File: src/rtl/game_pkg.sv
// Shared state encoding for the game master FSM and the VGA display wrapper.
package game_pkg;

  typedef enum logic [1:0] {
    ST_IDLE = 2'b00,
    ST_PLAY = 2'b01,
    ST_WIN  = 2'b10,
    ST_LOSE = 2'b11
  } state_t;

  localparam int NUM_BTN = 4;

endpackage

File: src/rtl/button_debouncer.sv
// Per-button debouncer: 2-FF synchroniser, stable-count filter and a one-cycle rising-edge pulse.
module button_debouncer #(
  parameter int DEBOUNCE_CYCLES = 1_000_000
) (
  input  logic CLK,
  input  logic RESET,
  input  logic IN,
  output logic LEVEL,
  output logic RISE_PULSE
);

  localparam int CNT_W = $clog2(DEBOUNCE_CYCLES + 1);
  localparam logic [CNT_W-1:0] CNT_LAST = CNT_W'(DEBOUNCE_CYCLES - 1);

  logic             sync1;
  logic             sync2;
  logic             level_d;
  logic [CNT_W-1:0] cnt;

  always_ff @(posedge CLK or posedge RESET) begin
    if (RESET) begin
      sync1      <= 1'b0;
      sync2      <= 1'b0;
      LEVEL      <= 1'b0;
      level_d    <= 1'b0;
      RISE_PULSE <= 1'b0;
      cnt        <= '0;
    end else begin
      sync1      <= IN;
      sync2      <= sync1;
      level_d    <= LEVEL;
      // Pulse lags the flip by one cycle so it is a clean registered output.
      RISE_PULSE <= LEVEL & ~level_d;
      if (sync2 == LEVEL) begin
        cnt <= '0;
      end else if (cnt == CNT_LAST) begin
        LEVEL <= ~LEVEL;
        cnt   <= '0;
      end else begin
        cnt <= cnt + CNT_W'(1);
      end
    end
  end

endmodule

File: src/rtl/game_master_fsm.sv
// Game master FSM: debounces buttons, tracks score, decides win/lose and times the end screens.
module game_master_fsm
  import game_pkg::*;
#(
  parameter int WIN_SCORE        = 10,
  parameter int SCORE_WIDTH      = 4,
  parameter int DEBOUNCE_CYCLES  = 1_000_000,
  parameter int WIN_HOLD_CYCLES  = 500_000_000,
  parameter int LOSE_HOLD_CYCLES = 300_000_000,
  parameter int TIMER_WIDTH      = 29
) (
  input  logic                   CLK,
  input  logic                   RESET,
  input  logic [3:0]             BTN,
  input  logic                   TARGET_REACHED,
  input  logic                   COLLISION,
  output logic [1:0]             MSM_STATE,
  output logic [SCORE_WIDTH-1:0] SCORE,
  output logic                   GAME_RESET,
  output logic [3:0]             BTN_PULSE
);

  // state | meaning
  // IDLE  | font screen, waiting for any button press
  // PLAY  | game running, counting targets, watching for collision
  // WIN   | animated screen until hold timer expires or a press
  // LOSE  | solid screen until hold timer expires or a press

  localparam logic [SCORE_WIDTH-1:0] SCORE_WIN = SCORE_WIDTH'(WIN_SCORE);
  localparam logic [SCORE_WIDTH-1:0] SCORE_MAX = '1;
  localparam logic [TIMER_WIDTH-1:0] WIN_LAST  = TIMER_WIDTH'(WIN_HOLD_CYCLES - 1);
  localparam logic [TIMER_WIDTH-1:0] LOSE_LAST = TIMER_WIDTH'(LOSE_HOLD_CYCLES - 1);

  state_t                   state;
  state_t                   state_next;
  logic [SCORE_WIDTH-1:0]   score_next;
  logic [SCORE_WIDTH-1:0]   score_inc;
  logic [TIMER_WIDTH-1:0]   timer;
  logic [TIMER_WIDTH-1:0]   timer_next;
  logic [TIMER_WIDTH-1:0]   hold_last;
  logic                     game_reset_next;
  logic                     any_press;

  for (genvar i = 0; i < NUM_BTN; i++) begin : g_btn
    button_debouncer #(
      .DEBOUNCE_CYCLES(DEBOUNCE_CYCLES)
    ) u_debouncer (
      .CLK       (CLK),
      .RESET     (RESET),
      .IN        (BTN[i]),
      .LEVEL     (),
      .RISE_PULSE(BTN_PULSE[i])
    );
  end

  assign any_press = |BTN_PULSE;
  assign score_inc = SCORE + SCORE_WIDTH'(1);
  assign hold_last = (state == ST_WIN) ? WIN_LAST : LOSE_LAST;
  assign MSM_STATE = state;

  always_ff @(posedge CLK or posedge RESET) begin
    if (RESET) begin
      state      <= ST_IDLE;
      SCORE      <= '0;
      GAME_RESET <= 1'b0;
      timer      <= '0;
    end else begin
      state      <= state_next;
      SCORE      <= score_next;
      GAME_RESET <= game_reset_next;
      timer      <= timer_next;
    end
  end

  always_comb begin
    state_next      = state;
    score_next      = SCORE;
    timer_next      = '0;
    game_reset_next = 1'b0;
    case (state)
      ST_IDLE: begin
        if (any_press) begin
          state_next      = ST_PLAY;
          score_next      = '0;
          game_reset_next = 1'b1;
        end
      end
      ST_PLAY: begin
        // Collision wins over a same-cycle target so a fatal move never scores.
        if (COLLISION) begin
          state_next = ST_LOSE;
        end else if (TARGET_REACHED && (SCORE != SCORE_MAX)) begin
          score_next = score_inc;
          if (score_inc == SCORE_WIN) begin
            state_next = ST_WIN;
          end
        end
      end
      ST_WIN, ST_LOSE: begin
        if (any_press || (timer == hold_last)) begin
          state_next = ST_IDLE;
        end else begin
          timer_next = timer + TIMER_WIDTH'(1);
        end
      end
      default: begin
        state_next = ST_IDLE;
      end
    endcase
  end

endmodule

File: config.mk
export PLATFORM = sky130hd
export DESIGN_NAME = game_master_fsm
export DESIGN_NICKNAME = d
export VERILOG_FILES = /design/src/rtl/game_pkg.sv /design/src/rtl/button_debouncer.sv /design/src/rtl/game_master_fsm.sv
export SDC_FILE = /design/constraint.sdc
export NUM_CORES = 1
export LEC_CHECK = 0
export BUFFER_PORTS_ARGS = -buffer_cell sky130_fd_sc_hd__buf_2
export CORE_ASPECT_RATIO = 1.4
export CORE_UTILIZATION = 40
export CTS_BUF_LIST = sky130_fd_sc_hd__clkbuf_16
export CTS_CLUSTER_DIAMETER = 50
export DETAILED_ROUTE_END_ITERATION = 12
export PLACE_DENSITY_LB_ADDON = 0.25
export SLEW_MARGIN = 20
export SYNTH_ARGS = -nofsm -noshare
export SYNTH_HDL_FRONTEND = slang
export SYNTH_SLANG_ARGS = --single-unit
File: constraint.sdc
create_clock -name CLK -period 5.65 [get_ports CLK]
set_input_delay 1.13 -clock CLK [delete_from_list [all_inputs] [get_ports CLK]]
set_output_delay 1.13 -clock CLK [all_outputs]
set_load 0.02 [all_outputs]
==> results_dict.tcl <==
set metrics [dict create \
    dp_hpwl_um 8870 \
    antenna_found_initial 0 \
    ios 19 \
    highest_layer "met4" \
    synth-compound-area-share 0.112 \
    max-vdd-ir-drop_mv 0.193 \
    grt_max_degree 100 \
    first_pass_iters 9 \
    root_buffer "clkbuf_16" \
    wire_per_inst_um 14.9 \
    design.die.area_sq_um 17200 \
    synthSimpleGateAreaFrac 0.243 \
    p_per_area_nw_per_um2 278 \
    worst_ep_required_time_ns 5.89 \
    cp_max_fo 19 \
    status "finished with violations" \
    clk_latency_ns 0.41 \
    rsz0062_at_grt "no" \
    final_common_cell "dfrtp_1" \
    vias 5089 \
    hold_class "reg2reg" \
    synthAdderAreaFrac 0.0131 \
    synth_cells 666 \
    hold_buffers 0 \
    finalClockSkew_ns 0.00698 \
    cts.clk_slew.worst_paths_ns 0.05 \
    cts-htree-levels 4 \
    drt-initial-drc-count 282 \
    max_freq_mhz 370 \
    num_antenna_cells 0 \
    muxShareOfSynthArea 0.0105 \
    viasPerCell 5.71 \
    die_w_um 111 \
    track_usage 0.167 \
    hold_viol 0 \
    final_cell_mix "136 x dfrtp_1, 59 x nor2_1, 48 x nand3_1" \
    synth.distinct_cells 52 \
    cts_buffer_depth 2 \
    m1WireLength_um 5710 \
    critPathKind "reg2reg" \
    final_area_sq_um 7500 \
    syn_nets 681 \
    worst_hold_slack_ns 0.345 \
    portBuffers 18 \
    startpoint_type "flop" \
    worstMarginPinSlew_ns 1.05 \
    synth_seq_cells 136 \
    tns_ns 0 \
    max-slew-margin-rel 0.299 \
    synth_area_per_cell_sq_um 10.0 \
    fin_crit_ns 2.70 \
    die-height_um 155 \
    grt_pass1_wl_um 23400 \
    violations "design-rule violations" \
    layout.nets 695 \
    maxCapViolCount 0 \
    drv_slew 0 \
    start_util 0.411 \
    cts_tree "yes" \
    p_leak_nw 3.09 \
    area_growth_pct 12.3 \
    synth-edff-count 0 \
    grt_pass1_vias 5010 \
    post_dp_cell_area_sq_um 6930 \
    grt-ovfl-total 0 \
    post_route_cells_drive_above_1_share 0.101 \
    ctsResizeCount 0 \
    post-cts-setup-buffers 0 \
    setup_viol 0 \
    fin_util 0.462 \
    cts-buffers-inserted 17 \
    synth_top_family_by_area "simple AND/OR/NAND/NOR gates" \
    route.met3.wl_um 446 \
    ys_seq_area_frac 0.510 \
    synthXorXnorAreaFrac 0.0814 \
    ant_nets 0 \
    rows 55 \
    yosys_most_used_dff "dfrtp_1" \
    core_area_sq_um 16200 \
    ys.warnings.count 0 \
    finalPower_mw 2.08 \
    timing.final.crit_share 0.478 \
    crit_arrival_ns 2.95 \
    synthArstFlopShare 1.00 \
    drc 6 \
    wl_met2_um 6860 \
    wirelength_um 13300 \
    syn_area_sq_um 6670 \
    crit_path_end_kind "flop" \
    cts_sinks 136 \
    gp_congestion 0.804 \
]
stage by stage:
| step | instances | worst slack (ns) |
|---|---|---|
| after floorplan | 666 | 0.881 |
| after global placement | 860 | 3.06 |
| after detailed placement | 860 | 2.98 |
| after CTS | 892 | 2.94 |
| after global routing | 892 | 2.82 |
| final | 892 | 2.95 |
final timing paths:
check,start,end,slack (ns),depth (start not counted)
max in group asynchronous,RESET,g_btn[3].u_debouncer.level_d$_DFF_PP0_,3.67,3
max,g_btn[3].u_debouncer.cnt[6]$_DFF_PP0_,g_btn[3].u_debouncer.cnt[4]$_DFF_PP0_,2.95,4
max reg2reg,g_btn[3].u_debouncer.cnt[6]$_DFF_PP0_,g_btn[3].u_debouncer.cnt[4]$_DFF_PP0_,2.95,4
min in group asynchronous,RESET,g_btn[0].u_debouncer.cnt[12]$_DFF_PP0_,0.91,2
min reg2reg,g_btn[1].u_debouncer.sync1$_DFF_PP0_,g_btn[1].u_debouncer.sync2$_DFF_PP0_,0.34,0
min,g_btn[1].u_debouncer.sync1$_DFF_PP0_,g_btn[1].u_debouncer.sync2$_DFF_PP0_,0.34,0
flip-flops by register name, summed over array words and instances (netlist names):
register and flops:
SCORE 4, g_btn.u_debouncer.RISE_PULSE 4, g_btn.u_debouncer.level_d 4, g_btn.u_debouncer.LEVEL 4, timer 29, g_btn.u_debouncer.sync2 4, MSM_STATE 2, g_btn.u_debouncer.cnt 80
g_btn.u_debouncer.sync1 4, GAME_RESET 1
worst max-delay path: stages (launching register included):
cell and delay [ns]:
dfrtp_1 0.41, or4_1 0.51, or4_4 0.51, o41ai_4 0.96
nor2_1 0.14
synth_stat cells, drive strengths merged, types with 2 or more instances:
library cell,number,area share
clkbuf,23,0.013
or4,28,0.033
or3,28,0.026
a21oi,40,0.030
inv,20,0.011
nor2b,5,0.0047
nor3,9,0.0067
or2,3,0.0028
or4b,2,0.0030
buf,5,0.0062
a21boi,2,0.0022
dfrtp,136,0.51
nand2,42,0.024
mux2,5,0.0090
nand3,48,0.036
o21bai,2,0.0022
a22oi,15,0.017
nor4b,5,0.0066
nand4,12,0.011
o21ai,22,0.017
a22o,2,0.0026
a2bb2oi,2,0.0026
xnor2,38,0.050
xor2,24,0.032
nor4,19,0.018
o31ai,23,0.027
a211o,2,0.0026
or4bb,2,0.0034
nor4bb,2,0.0030
nand4b,3,0.0039
and2,3,0.0028
ha,7,0.013
and4,8,0.011
and3,10,0.0096
nor2,59,0.033
cell families after synthesis:
group                    after synthesis
AND/OR/NAND/NOR                      292
adder cells (fa/ha/maj)                7
flip-flops                           136
multiplexers                           6
buffers and inverters                 48
AO/OA/AOI/OAI                        115
XOR/XNOR                              62
per-layer routing:
layer,GRT usage,up-vias
met5,0,-
met4,0.0682,0
met3,0.0364,18
met2,0.296,98
met1,0.195,2514
li1,-,2459
area by class of cell:
type	instances	area, sq um
Clock buffer	17	425
Fill cell	1508	8740
Clock inverter	15	136
Sequential cell	136	3400
Tap cell	199	249
Inverter	20	80.1
Multi-Input combinational cell	482	3070
Timing Repair Buffer	23	128
report_power, final:
part | switching (mW) | internal (mW) | leakage, nW
clock network | 0.400 | 0.641 | 0.275
registers | 0.00999 | 0.984 | 1.84
logic | 0.0359 | 0.0124 | 0.974
No activity file was read; power rests on OpenSTA's default activity.
